File: config.mk
export PLATFORM = sky130hd
export DESIGN_NAME = tag_stream_generator
export DESIGN_NICKNAME = d
export VERILOG_FILES = /design/src/rtl/tag_stream_generator.sv
export SDC_FILE = /design/constraint.sdc
export NUM_CORES = 2
export LEC_CHECK = 0
export ABC_CLOCK_PERIOD_IN_PS = 21300
export CAP_MARGIN = 15
export CORE_MARGIN = 2
export CORE_UTILIZATION = 30
export CTS_CLUSTER_DIAMETER = 80
export CTS_CLUSTER_SIZE = 40
export DETAILED_ROUTE_END_ITERATION = 12
export GPL_TIMING_DRIVEN = 0
export PLACE_DENSITY_LB_ADDON = 0.05
export SYNTH_ARGS = -nofsm -noshare
export SYNTH_HDL_FRONTEND = slang
export SYNTH_SLANG_ARGS = --single-unit
File: constraint.sdc
create_clock -name clk -period 21.3 [get_ports clk]
set_input_delay 4.26 -clock clk [delete_from_list [all_inputs] [get_ports clk]]
set_output_delay 4.26 -clock clk [all_outputs]
set_load 0.05 [all_outputs]
File: src/rtl/tag_stream_generator.sv
// Synthetic Time Tagger tag source: time-ordered multi-lane tag AXI-Stream with gap, channel
// sequencing, alternating polarity, burst length and back-pressure. TAG_GEN_LFSR_EN adds LFSR lane thinning.
module tag_stream_generator #(
  parameter int          WORD_WIDTH = 4,
  parameter int          CHANNELS   = 3,
  parameter logic [31:0] LFSR_SEED  = 32'hACE1_2468
) (
  input  logic                    clk,
  input  logic                    rst,
  input  logic                    start,
  input  logic                    stop,
  input  logic [31:0]             gap,
  input  logic [31:0]             burst_len,
  input  logic                    fixed_mode,
  input  logic [4:0]              channel_sel,
  output logic                    m_axis_tvalid,
  input  logic                    m_axis_tready,
  output logic [WORD_WIDTH-1:0]   m_axis_tkeep,
  output logic [5*WORD_WIDTH-1:0] m_axis_channel,
  output logic [64*WORD_WIDTH-1:0] m_axis_tagtime,
  output logic [WORD_WIDTH-1:0]   m_axis_rising_edge,
  output logic                    busy,
  output logic                    done,
  output logic [31:0]             tag_count
);

  typedef enum logic [1:0] {IDLE, RUN, FLUSH} state_t;

  state_t      state_reg;
  logic [63:0] time_reg;
  logic [31:0] remaining_reg;
  logic        limited_reg;
  logic [4:0]  rr_reg;
  logic [31:0] toggle_reg;

  logic        handshake, launch, advance, gen_fire;
  logic [63:0] base_time;
  logic [31:0] base_rem, base_toggle, step_gap;
  logic [4:0]  base_rr, fixed_ch;
  logic        base_limited;
  logic [WORD_WIDTH-1:0] lane_mask;

  logic [63:0] time_next;
  logic [31:0] rem_next, toggle_next;
  logic [4:0]  rr_next;
  logic [WORD_WIDTH-1:0] keep_next, rise_next;
  logic [4:0]  lane_ch   [WORD_WIDTH];
  logic [63:0] lane_time [WORD_WIDTH];
  logic [5*WORD_WIDTH-1:0]  chan_next;
  logic [64*WORD_WIDTH-1:0] tagtime_next;
  logic        exhausted;
  logic [32:0] count_sum;

  assign handshake = m_axis_tvalid && m_axis_tready;
  assign launch    = (state_reg == IDLE) && start;
  assign advance   = (state_reg == RUN) && !stop && (!m_axis_tvalid || m_axis_tready);
  assign gen_fire  = launch || advance;
  assign busy      = (state_reg != IDLE);

  // A start generates its first beat from freshly initialised run state in the same cycle.
  assign base_time    = launch ? 64'd0 : time_reg;
  assign base_rem     = launch ? burst_len : remaining_reg;
  assign base_limited = launch ? (burst_len != 32'd0) : limited_reg;
  assign base_rr      = launch ? 5'd0 : rr_reg;
  assign base_toggle  = launch ? '1 : toggle_reg;
  assign step_gap     = (gap == 32'd0) ? 32'd1 : gap;
  assign fixed_ch     = 5'(32'(channel_sel) % CHANNELS);

`ifdef TAG_GEN_LFSR_EN
  localparam logic [31:0] LFSR_TAPS = 32'h8020_0003;
  logic [31:0] lfsr_reg, lfsr_base, lfsr_step;

  assign lfsr_base = launch ? LFSR_SEED : lfsr_reg;
  assign lfsr_step = {1'b0, lfsr_base[31:1]} ^ (lfsr_base[0] ? LFSR_TAPS : 32'd0);
  assign lane_mask = lfsr_base[WORD_WIDTH-1:0];

  always_ff @(posedge clk or posedge rst) begin
    if (rst) begin
      lfsr_reg <= LFSR_SEED;
    end else if (gen_fire) begin
      lfsr_reg <= lfsr_step;
    end
  end
`else
  // No LFSR: every lane is eligible; the seed folds away as a constant.
  assign lane_mask = {WORD_WIDTH{1'b1}} | WORD_WIDTH'(LFSR_SEED);
`endif

  always_comb begin
    logic [63:0] t;
    logic [31:0] rem;
    logic [31:0] tg;
    logic [4:0]  rr;
    logic [4:0]  ch;
    t   = base_time;
    rem = base_rem;
    tg  = base_toggle;
    rr  = base_rr;
    ch  = 5'd0;
    keep_next = '0;
    rise_next = '0;
    for (int i = 0; i < WORD_WIDTH; i++) begin
      lane_ch[i]   = 5'd0;
      lane_time[i] = 64'd0;
      if (lane_mask[i] && (!base_limited || rem != 32'd0)) begin
        t  = t + 64'(step_gap);
        ch = fixed_mode ? fixed_ch : rr;
        if (!fixed_mode) begin
          rr = (rr == 5'(CHANNELS - 1)) ? 5'd0 : rr + 5'd1;
        end
        keep_next[i] = 1'b1;
        lane_ch[i]   = ch;
        lane_time[i] = t;
        rise_next[i] = tg[ch];
        tg[ch]       = ~tg[ch];
        if (base_limited) begin
          rem = rem - 32'd1;
        end
      end
    end
    time_next   = t;
    rem_next    = rem;
    toggle_next = tg;
    rr_next     = rr;
  end

  genvar gi;
  generate
    for (gi = 0; gi < WORD_WIDTH; gi++) begin : g_pack
      assign chan_next[gi*5 +: 5]     = lane_ch[gi];
      assign tagtime_next[gi*64 +: 64] = lane_time[gi];
    end
  endgenerate

  assign exhausted = base_limited && (rem_next == 32'd0);
  assign count_sum = {1'b0, tag_count} + 33'($countones(m_axis_tkeep));

  always_ff @(posedge clk or posedge rst) begin
    if (rst) begin
      state_reg          <= IDLE;
      time_reg           <= 64'd0;
      remaining_reg      <= 32'd0;
      limited_reg        <= 1'b0;
      rr_reg             <= 5'd0;
      toggle_reg         <= '1;
      m_axis_tvalid      <= 1'b0;
      m_axis_tkeep       <= '0;
      m_axis_channel     <= '0;
      m_axis_tagtime     <= '0;
      m_axis_rising_edge <= '0;
      done               <= 1'b0;
      tag_count          <= 32'd0;
    end else begin
      done <= 1'b0;

      if (launch) begin
        tag_count <= 32'd0;
      end else if (handshake) begin
        tag_count <= count_sum[32] ? 32'hFFFF_FFFF : count_sum[31:0];
      end

      if (gen_fire) begin
        time_reg           <= time_next;
        remaining_reg      <= rem_next;
        limited_reg        <= base_limited;
        rr_reg             <= rr_next;
        toggle_reg         <= toggle_next;
        m_axis_tvalid      <= |keep_next;
        m_axis_tkeep       <= keep_next;
        m_axis_channel     <= chan_next;
        m_axis_tagtime     <= tagtime_next;
        m_axis_rising_edge <= rise_next;
      end else if (handshake) begin
        m_axis_tvalid      <= 1'b0;
        m_axis_tkeep       <= '0;
        m_axis_channel     <= '0;
        m_axis_tagtime     <= '0;
        m_axis_rising_edge <= '0;
      end

      case (state_reg)
        IDLE: begin
          if (start) begin
            state_reg <= exhausted ? FLUSH : RUN;
          end
        end
        RUN: begin
          if (stop) begin
            if (m_axis_tvalid && !m_axis_tready) begin
              state_reg <= FLUSH;
            end else begin
              state_reg <= IDLE;
              done      <= 1'b1;
            end
          end else if (gen_fire && exhausted) begin
            state_reg <= FLUSH;
          end
        end
        FLUSH: begin
          if (handshake) begin
            state_reg <= IDLE;
            done      <= 1'b1;
          end
        end
        default: state_reg <= IDLE;
      endcase
    end
  end

endmodule

==> run_results.csv <==
group,metric,value,unit
run_status,status,"complete, no violations",
route,antenna_left,0,
critical_path,critPathTopFamily,"simple AND/OR/NAND/NOR gates",
logic_synthesis,synth_compound_area_share,23.4,%
route,vias,42300,
clocking,cts_made_buffers,42,
final_layout,syn2layout_area_growth,20.2,%
die,die_w,371,um
critical_path,critPathCaptureType,"flop",
critical_path,r2r_start,"state_reg[0]$_DFFE_PP0P_",
clocking,htreeDepth,2,
worst_hold_path,hp-class,"reg2reg",
route,drt_iter0_drc,3939,
final_layout,fill_cells,14300,
sta,finalCritPeriodShare,95.2,%
logic_synthesis,synth_top_area_share,26.2,%
place,numPortBuffers,392,
die,core,133000,um^2
grt,grt_pass1_wl,293000,um
sta,min_period,20.27,ns
route,wire_per_inst,27.6,um
clocking,cts-root-buf,"clkbuf_16",
sta,fmax,0.0493,GHz
logic_synthesis,netlist_area,40300,um^2
logic_synthesis,synthSimpleGateAreaFrac,25.8,%
grt,gr-usage-all-layers,29.0,%
final_layout,layout.nets,5865,
logic_synthesis,synth_top_family_by_area,"simple AND/OR/NAND/NOR gates",
logic_synthesis,synthMuxAreaShare,3.91,%
clocking,clkTransAtPathRegs,0.09,ns
clocking,clock-sinks,454,
critical_path,r2r_setup_slack,4.45,ns
critical_path,crit_start,"start",
logic_synthesis,synthArstFlopShare,100,%
grt,antenna_found_initial,7,
final_layout,area.sequential,11400,um^2
final_layout,final_area,48500,um^2
final_layout,largest_register_ffs,256,
critical_path,cp.required,21.84,ns
critical_path,cp_num_buf_inv,13,
critical_path,critPathMostFrequentCell,"a21oi_1",
job,maxCapViolations,0,
route,finalWirelength,206000,um
final_layout,multiInputGateArea,27400,um^2
final_layout,drive_gt1_share,6.19,%
grt,grt_max_degree,113,
logic_synthesis,synth_area_per_cell,7.79,um^2
die,num_rows,134,
final_layout,utilization,36.3,%
place,dp_cells,7358,
die,start_util,30.2,%
critical_path,start_kind,"input pin",
logic_synthesis,synth_xor_area_share,9.72,%
critical_path,critical_path_class,"in2reg",
route,wl_met3,11600,um
route,drt-met1-wl,92300,um
place,dpl_cell_area,46900,um^2
clocking,cts_buffer_depth,3,
sta,drv_slew,0,
critical_path,critPathArrivalTime,20.81,ns
logic_synthesis,syn_inst,5176,
die,die_h,371,um
place,gp_congestion,1.01,
clocking,holdBufCountCts,0,
die,pin_count,394,
logic_synthesis,ys_seq_elements,454,
final_layout,fin_cells,7441,
route,met2_wirelength,93400,um
clocking,cts_tree,"built",
grt,grt_overflow,0,
logic_synthesis,yosys_warnings,0,
logic_synthesis,yosysTopAreaCell,"dfrtp_1",
logic_synthesis,yosysUniqueCellTypes,119,
sta,clock_skew,0.0353,ns
route,drc,0,
sta,relSlewSlack,10.6,%
logic_synthesis,syn-num-nets,5405,
critical_path,cp_slowest_stage_delay,0.64,ns
worst_hold_path,hold_start,"time_reg[3]$_DFFE_PP0N_",
clocking,clock_latency,0.65,ns
critical_path,path_max_fanout,10,
route,drtPass1Iterations,6,
logic_synthesis,synth_adder_area_share,4.91,%
route,viasPerCell,5.68,
logic_synthesis,ys_seq_area_share,28.3,%
logic_synthesis,synth.area.top_cells,"dfrtp_1 (26%), nand2_1 (7.2%), xnor2_1 (6.3%)",
route,highest_layer,"met5",
logic_synthesis,ys.flop_type,"dfrtp_1",
grt,grt_pass1_vias,40500,
sta,hold_viol,0,
sta,setup_viol,0,
die,fp.dieArea,137000,um^2
critical_path,cpMaxStageDelayCell,"clkdlybuf4s50_1",
place,dp_hpwl,168000,um
logic_synthesis,synth-edff-count,0,
sta,worst_pin_slew,1.34,ns
## layout by cell type, fill, tap and decap left out, types with 24 or more instances in the layout
cell             netlist  final
a21oi_1              278    277
o22ai_1               33     33
nor4_1                72     72
o31ai_1               30     30
a31oi_1               72     72
nor2b_1               25     25
or4_1                 27     27
ha_1                 147    147
and2_1                74     74
mux2_2                56     56
a22o_1               135    135
a211oi_1              51     51
o21a_1                33     33
nor3_1               169    168
nand2b_1              40     40
nand2_1              777    777
o21ai_0              363    363
nand4_1               87     87
nor2_1               504    501
xor2_1               154    154
mux2i_1               93     93
or3_1                 39     39
clkbuf_1             231    221
and3_1                53     53
a21o_1                58     58
a2111oi_0             27     24
inv_1                102    101
nand3_1              167    167
dfrtp_1              422    422
clkbuf_16              0     43
clkdlybuf4s50_1        0    392
xnor2_1              290    290
dfstp_2               32     32
buf_2                 30     35
## cells in the mapped netlist (135+ instances only)
| cell type | count |
|---|---|
| a21oi_1 | 278 |
| a22o_1 | 135 |
| clkbuf_1 | 231 |
| dfrtp_1 | 422 |
| ha_1 | 147 |
| nand2_1 | 777 |
| nand3_1 | 167 |
| nor2_1 | 504 |
| nor3_1 | 169 |
| o21ai_0 | 363 |
| xnor2_1 | 290 |
| xor2_1 | 154 |
## routing by layer
| metal | vias up | global-route usage (%) |
|---|---|---|
| li1 | 19800 | - |
| met4 | 2 | 10.5 |
| met5 | - | 0 |
| met2 | 1466 | 47.1 |
| met1 | 20700 | 39.4 |
| met3 | 280 | 3.46 |
## logic make-up after synthesis
kind of cell	Yosys count
simple gates	2173
compound gates	1400
flops	454
xor+xnor	446
buf+inv	399
fa+ha+maj	154
mux	150
## area by class of cell
type / instances / area share, %
inverters: 103 / 0.813
clock buffers: 46 / 2.24
clock inverters: 31 / 0.852
diodes: 4 / 0.0206
repair buffers: 419 / 8.92
multi-input cells: 4323 / 56.6
plain buffers: 293 / 2.50
flip-flops and latches: 454 / 23.5
well taps: 1768 / 4.56
## timing repair
action	4_1_cts	5_1_grt
buffers inserted	2	0
setup endpoints to repair	55	51
pin swaps	1	0
gates resized for setup	11	26
## worst register-to-register path, delay by kind of cell, from the launching register on
| kind | cells | cell delay (ns) |
|---|---|---|
| mux | 1 | 0.39 |
| compound gates | 19 | 4.78 |
| flops | 1 | 0.39 |
| xor+xnor | 3 | 0.78 |
| simple gates | 22 | 5.31 |
| fa+ha+maj | 6 | 1.62 |
| buf+inv | 14 | 3.50 |
## final timing paths
check                           cells past startpoint                               to
worst min register to register                      2          time_reg[3]$_DFFE_PP0N_
worst min-delay path                                2          time_reg[3]$_DFFE_PP0N_
worst max-delay path                               63         time_reg[56]$_DFFE_PP0N_
max in group asynchronous                           5            rr_reg[2]$_DFFE_PP0N_
worst max register to register                     65         time_reg[56]$_DFFE_PP0N_
min in group asynchronous                           2  m_axis_tagtime[106]$_DFFE_PP0P_
## through the flow
step	hold slack, ns	TNS, ns	setup slack [ns]
after floorplan	0.442	0	4.44
after global placement	0.458	-1337.59	-3.06
after detailed placement	0.462	-88.46	-2.15
after CTS	0.479	-0.0367	-0.0225
after global routing	0.498	-0.0429	-0.0429
final	0.473	0	1.03
Power is left out: the tool's default activity adds up to more than one toggle a clock period on the data nets, which glitch-free logic cannot reach.
